[config.mk]
export PLATFORM = sky130hd
export DESIGN_NAME = uart_tx_ctrl
export DESIGN_NICKNAME = d
export VERILOG_FILES = /design/src/rtl/uart_tx_ctrl.sv
export SDC_FILE = /design/constraint.sdc
export NUM_CORES = 1
export LEC_CHECK = 0
export ABC_AREA = 1
export BUFFER_PORTS_ARGS = -buffer_cell sky130_fd_sc_hd__buf_4
export CORE_ASPECT_RATIO = 0.6
export CORE_MARGIN = 2
export CORE_UTILIZATION = 50
export CTS_CLUSTER_DIAMETER = 30
export DETAILED_ROUTE_END_ITERATION = 7
export GPL_TIMING_DRIVEN = 1
export HOLD_SLACK_MARGIN = 0.15
export MAX_ROUTING_LAYER = met4
export PLACE_DENSITY = 0.74
export SYNTH_ARGS = -nofsm -noshare
export SYNTH_HDL_FRONTEND = slang
export SYNTH_SLANG_ARGS = --single-unit
[constraint.sdc]
create_clock -name clk -period 1.1 [get_ports clk]
set_input_delay 0.22 -clock clk [delete_from_list [all_inputs] [get_ports clk]]
set_output_delay 0.22 -clock clk [all_outputs]
set_load 0.03 [all_outputs]
[src/rtl/uart_tx_ctrl.sv]
// ============================================================================
//  Module   : uart_tx_ctrl
//  Brief    : UART transmit sequencer; serialises start, data (LSB first),
//             optional parity and stop bits, paced by the baud tick.
//  Revision : 1.0
// ============================================================================
`default_nettype none

module uart_tx_ctrl #(
    parameter int DATA_BITS  = 8,
    parameter int STOP_BITS  = 1,
    parameter int PARITY_EN  = 0,
    parameter int PARITY_ODD = 0
) (
    input  logic                 clk,
    input  logic                 reset,
    input  logic                 baud,
    output logic                 baud_sync,
    input  logic [DATA_BITS-1:0] tx_data,
    input  logic                 tx_valid,
    output logic                 tx_ready,
    output logic                 tx,
    output logic                 tx_busy,
    output logic                 tx_done
);

    localparam logic [3:0] c_LAST_DATA = 4'(DATA_BITS - 1);
    localparam logic [3:0] c_LAST_STOP = 4'(STOP_BITS - 1);
    localparam logic       c_ODD       = (PARITY_ODD != 0);

    typedef enum logic [2:0] {
        S_IDLE   = 3'd0,
        S_START  = 3'd1,
        S_DATA   = 3'd2,
        S_PARITY = 3'd3,
        S_STOP   = 3'd4
    } state_t;

    state_t                 state_q, state_d;
    logic [3:0]             cnt_q, cnt_d;
    logic [DATA_BITS-1:0]   shift_q, shift_d;
    logic                   par_q, par_d;
    logic                   tx_q, tx_d;
    logic                   ready_q, ready_d;
    logic                   busy_q, busy_d;
    logic                   done_q, done_d;
    logic                   sync_q, sync_d;
    logic                   w_tick;

    // A tick landing in the same cycle as baud_sync belongs to the old count.
    assign w_tick = baud && !sync_q;

    always_comb begin
        state_d = state_q;
        cnt_d   = cnt_q;
        shift_d = shift_q;
        par_d   = par_q;
        tx_d    = tx_q;
        ready_d = ready_q;
        busy_d  = busy_q;
        done_d  = 1'b0;
        sync_d  = 1'b0;

        case (state_q)
            S_IDLE: begin
                tx_d    = 1'b1;
                ready_d = 1'b1;
                busy_d  = 1'b0;
                if (tx_valid && ready_q) begin
                    shift_d = tx_data;
                    par_d   = (^tx_data) ^ c_ODD;
                    cnt_d   = 4'd0;
                    tx_d    = 1'b0;
                    ready_d = 1'b0;
                    busy_d  = 1'b1;
                    sync_d  = 1'b1;
                    state_d = S_START;
                end
            end
            S_START: begin
                if (w_tick) begin
                    tx_d    = shift_q[0];
                    cnt_d   = 4'd0;
                    state_d = S_DATA;
                end
            end
            S_DATA: begin
                if (w_tick) begin
                    shift_d = shift_q >> 1;
                    if (cnt_q == c_LAST_DATA) begin
                        cnt_d = 4'd0;
                        if (PARITY_EN != 0) begin
                            tx_d    = par_q;
                            state_d = S_PARITY;
                        end else begin
                            tx_d    = 1'b1;
                            state_d = S_STOP;
                        end
                    end else begin
                        tx_d  = shift_q[1];
                        cnt_d = cnt_q + 4'd1;
                    end
                end
            end
            S_PARITY: begin
                if (w_tick) begin
                    tx_d    = 1'b1;
                    cnt_d   = 4'd0;
                    state_d = S_STOP;
                end
            end
            S_STOP: begin
                tx_d = 1'b1;
                if (w_tick) begin
                    if (cnt_q == c_LAST_STOP) begin
                        cnt_d   = 4'd0;
                        done_d  = 1'b1;
                        busy_d  = 1'b0;
                        ready_d = 1'b1;
                        state_d = S_IDLE;
                    end else begin
                        cnt_d = cnt_q + 4'd1;
                    end
                end
            end
            default: begin
                tx_d    = 1'b1;
                ready_d = 1'b1;
                busy_d  = 1'b0;
                state_d = S_IDLE;
            end
        endcase
    end

    always_ff @(posedge clk) begin
        if (reset) begin
            state_q <= S_IDLE;
            cnt_q   <= 4'd0;
            shift_q <= '0;
            par_q   <= 1'b0;
            tx_q    <= 1'b1;
            ready_q <= 1'b1;
            busy_q  <= 1'b0;
            done_q  <= 1'b0;
            sync_q  <= 1'b0;
        end else begin
            state_q <= state_d;
            cnt_q   <= cnt_d;
            shift_q <= shift_d;
            par_q   <= par_d;
            tx_q    <= tx_d;
            ready_q <= ready_d;
            busy_q  <= busy_d;
            done_q  <= done_d;
            sync_q  <= sync_d;
        end
    end

    assign tx        = tx_q;
    assign tx_ready  = ready_q;
    assign tx_busy   = busy_q;
    assign tx_done   = done_q;
    assign baud_sync = sync_q;

endmodule

`default_nettype wire

# Yosys cells after proc, flatten, opt, wreduce, memory -nomap -nowiden
# Index checks and enable logic that the tools add are counted.
# word_totals
ff_bits	20
input_bits	12
elab_cells	74
# classes
eq_ne	13
n_reduce_logical	16
n_bitwise	4
n_mux	32
add_sub_neg	1
# op_table
operator	count
two-way mux 4 bit	6
two-way mux 3 bit	7
two-way mux 8 bit	2
one-hot mux 4 bit (4 select lines)	1
one-hot mux 8 bit (2 select lines)	1
one-hot mux 3 bit (5 select lines)	1
!= test 2 bit (second input constant)	7
two-way mux 1 bit	11
AND reduction 3 bit	3
AND reduction 7 bit	1
== test 3 x 2 -> 1 bit (second input constant)	2
one-hot mux 1 bit (3 select lines)	2
OR reduction 3 bit	2
AND reduction 5 bit	1
adder 4 x 1 -> 4 bit (second input constant)	1
== test 4 x 3 -> 1 bit (second input constant)	1
zero test 4 bit	1
NOT 1 bit	4
one-hot mux 1 bit (4 select lines)	1
nonzero test 4 bit	1
OR reduction 2 bit	2
== test 3 x 1 -> 1 bit (second input constant)	1
== test 3 bit (second input constant)	1
zero test 3 bit	1
4 further kinds	5

# Logic depth before layout (Yosys ltp)
# depth
depth_word	4
depth_mapped	10

# Least setup slack after synthesis
# OpenSTA, ideal clock, no wires.
# synth_path
path_type	flip-flop to flip-flop
startpoint	register sync_q, in the netlist baud_sync
endpoint	register cnt_q[3]
stages_incl_launch_ff	10
arrival_ns	1.178
period_less_slack_ns	1.289
setup_slack_ns	-0.189
n_path_buf	0
path_cell_list	dfxtp_1 > inv_1 > nand2_1 > nand2_1 > nand2_2 > nor2_8 > nand2_1 > nand2_1 > nand2_1 > nor2_2
# synth_via
elab_chain_len	4
# synth_rtl
item	line	rtl
start, declared	47	logic sync_q, sync_d;
start signal, assigned	155	sync_q <= sync_d;
zero test 1 bit (*)	51	assign w_tick = baud && !sync_q;
logical AND 1 bit (*)	51	
!= test 2 x 1 -> 1 bit (no source line) or != test 2 bit (tied branches)	--	
AND reduction 5 bit (no source line) (*)	--	
end signal, assigned	148	cnt_q <= cnt_d;
end, declared	40	logic [3:0] cnt_q, cnt_d;
# Mark *: on every way between the ends. The rest lies on a longest branch, timed or not.
# A chain may end at the register's enable or synchronous reset.

# Worst setup path after layout
# layout_path
startpoint	register cnt_q[0]
endpoint	register state_q[2]
# layout_via
elab_chain_len	3
# layout_rtl
item	line	rtl
== test 4 x 3 -> 1 bit or zero test 4 bit (tied branches)	90, 115	
!= test 2 bit (no source line)	--	
AND reduction 7 bit (no source line) (*)	--	
end signal, assigned	147	state_q <= state_d;
end, declared	39	state_t state_q, state_d;
# Marks and branches as above.

==> results.cfg <==
[yosys]
yosysSeqAreaShare_pct = 34.93
ys_seq_elements = 20
synth_cell_types = 25
ys_warn_count = 0
syn-instance-count = 162
syn_avg_cell_area_sq_um = 7.075
synth_nets = 176
post_synth_instance_area_sq_um = 1146

[die]
rows = 13
dieArea_sq_um = 2704
ios = 17
core_area_sq_um = 2163
start_util_pct = 52.98
die_width_microns = 65.81
die_y_microns = 41.09

[timing]
fin_ws_ns = -0.2164
slew_violations = 0
layout_min_cycle_time_ns = 1.316
setup_violations = 20
fin_skew_ns = 0.005009
slew_headroom_pct = 80.96
finalHoldViolations = 0
final.period_utilization_pct = 119.7
fmax_mhz = 759.6
rsz0062_at_grt = true
worst_pin_slew_ns = 0.2852

[power]
p_leak_nw = 0.8134
ir_drop_v = 0.001761
powerDensity_nw_per_um2 = 2815

[setup_path]
critical_path_class = flip-flop to flip-flop
critPathSlowestCell = dfxtp_2
crit_path_max_fanout = 5
r2r_start = cnt_q[0]$_SDFFE_PP0P_
cpMostUsedCell = nor2_4
arrival_ns = 1.49
slowest_delay_ns = 0.35
regToRegSetupSlack_ns = -0.22
startpoint = cnt_q[0]$_SDFFE_PP0P_
crit_chain = inv_2 > ha_4 > nand2_4 > nor2_4 > nor2_4 > nor2_4 > nand3_2 > nand2_1 > nor2_1
r2r_end = state_q[2]$_SDFFE_PP0P_
cp.required_ns = 1.27
end_kind = flip-flop
cp-endpoint = state_q[2]$_SDFFE_PP0P_
critPathLaunchType = flip-flop
worstRegToRegCells = 9

[cts]
cts_tree = done
clkSlewWorstSetupHoldPaths_ns = 0.08
cts_buffers = 3
cts_root_buf = clkbuf_8
clk_path_buf_depth = 2
postCtsHoldBufs = 0
clkLatencyLatePin_ns = 0.28
cts_max_level = 1
clock_sinks = 20

[finish]
nets = 219
ff_latch_area_sq_um = 424.2
post-route-util_pct = 83.40
syn_to_final_growth_pct = 57.42
stdcell_count = 234
multiInputGateArea_sq_um = 863.3
nFillCells = 104
drive_above_1_share_pct = 54.90
diodes = 0

[route]
vias = 1342
routedWlPerCell_microns = 17.10
ant_nets = 0
dr.pass1.iters = 4
vias_per_cell = 5.735
drcViolationCount = 0
drtIter0Drc = 121
wl_microns = 4002

[placement]
place.detailed.hpwl_microns = 2219
dp_cells = 220
portBuffers = 16
gp_congestion = 0.8854

[outcome]
outcome = finished with violations
violations = negative setup slack

[run]
drv_cap = 0

[global_route]
grt_overflow = 0
grt_pass1_wl_microns = 5623
groute.usage.overall_pct = 31.59
antenna_found_initial = 0
grt_pass1_vias = 1165
grt_max_degree = 16

[worst_hold_path]
min_path_type = input port to flip-flop
## cell usage after synthesis
cell / count / area, sq um
clkinv_4: 1 / 8.760
nand3_1: 6 / 30.03
inv_4: 2 / 12.51
nand3b_2: 1 / 11.26
o21ai_1: 5 / 25.02
nand2_1: 63 / 236.5
o21ai_0: 1 / 5.000
clkbuf_1: 1 / 3.750
nor3_1: 3 / 15.01
nand3_4: 2 / 35.03
inv_1: 10 / 37.54
nand2_4: 2 / 22.52
nand2_2: 3 / 18.77
nor2_4: 4 / 45.04
buf_6: 2 / 22.52
dfxtp_1: 20 / 400.4
nand3_2: 1 / 10.01
nand4_1: 3 / 18.77
nor2_2: 4 / 25.02
a21oi_1: 15 / 75.07
a21oi_2: 1 / 8.760
nor2_8: 1 / 20.02
ha_1: 2 / 25.02
nor2_1: 8 / 30.03
inv_2: 1 / 3.750
## metal layers
metal	global-route usage [%]	vias to the layer above	wire, microns
met2	51.52	94	1867
met4	22.40	0	167
met5	-	-	0
met3	7.143	22	404
met1	36.11	615	1563
li1	-	611	-
## registers in the layout, summed over array words and instances (netlist names)
signal     cells
shift_q        8
cnt_q          4
state_q        3
baud_sync      1
tx             1
tx_busy        1
tx_done        1
tx_ready       1
## metrics by stage
stage	hold WS, ns	TNS, ns	area [sq um]	setup slack (ns)	power [W]
global placement	0.4525	-2.244	1456	-0.1673	0.003320
detailed placement	0.4577	-2.844	1456	-0.2165	0.003379
global route	0.2085	-3.949	1804	-0.2697	0.005330
CTS	0.2055	-1.847	1663	-0.1715	0.004550
finish	0.2086	-2.973	1804	-0.2164	0.005078
floorplan	0.2891	-0.4301	1212	-0.06416	0.002752
## report_power, final
| group | internal, W | total, W | switching [W] |
|---|---|---|---|
| clock network | 0.000487 | 0.000766 | 0.000278 |
| registers | 0.000984 | 0.00123 | 0.000248 |
| logic | 0.00127 | 0.00308 | 0.00181 |
## kinds of logic after synthesis
logic type                 count (synthesis)  share of synthesized area, %
and+or+nand+nor                          101                         45.20
AOI/OAI and AO/OA                         22                         9.934
DFF                                       20                         34.93
buffers and inverters                     17                         7.751
adders and majority gates                  2                         2.183
## cell type report
type / count / area share (%)
Clock buffer: 3 / 2.288
Clock inverter: 1 / 1.664
Inverter: 14 / 4.300
Multi-Input combinational cell: 126 / 47.85
Sequential cell: 20 / 23.51
Tap cell: 30 / 2.080
Timing Repair Buffer: 40 / 18.31
## worst max-delay path: cells and delay by family, from the launching register on
family	cells	cell delay [ns]
fa+ha+maj	1	0.15
simple gates	7	0.63
flops	1	0.35
buf+inv	1	0.08
## cell usage in the layout, fill, tap and decap left out, drive strengths merged, types with 6 or more instances in the layout
cell | netlist | layout
o21ai | 6 | 6
inv | 13 | 13
nor2 | 17 | 17
a21oi | 16 | 16
nand2 | 68 | 68
nand3 | 9 | 10
buf | 2 | 40
dfxtp | 20 | 20
## worst min path at each step
| stage | slack, ns | to | depth (start not counted) | start |
|---|---|---|---|---|
| after detailed placement | 0.46 | shift_q[6]$_SDFFE_PP0P_ | 2 | shift_q[6]$_SDFFE_PP0P_ |
| after CTS | 0.21 | shift_q[7]$_SDFFE_PP0P_ | 3 | tx_data[7] |
| final | 0.21 | shift_q[7]$_SDFFE_PP0P_ | 3 | tx_data[7] |
| after global routing | 0.21 | shift_q[7]$_SDFFE_PP0P_ | 3 | tx_data[7] |
| after global placement | 0.45 | shift_q[6]$_SDFFE_PP0P_ | 2 | shift_q[6]$_SDFFE_PP0P_ |
| after floorplan | 0.29 | shift_q[3]$_SDFFE_PP0P_ | 1 | reset |
## timing repair
action,in CTS,in global routing
hold endpoints to repair,0,0
gates resized for setup,25,31
setup endpoints to repair,21,21
buffers inserted,4,5
pin swaps,17,10
cloned,1,0
No activity file was read; power rests on OpenSTA's default activity.
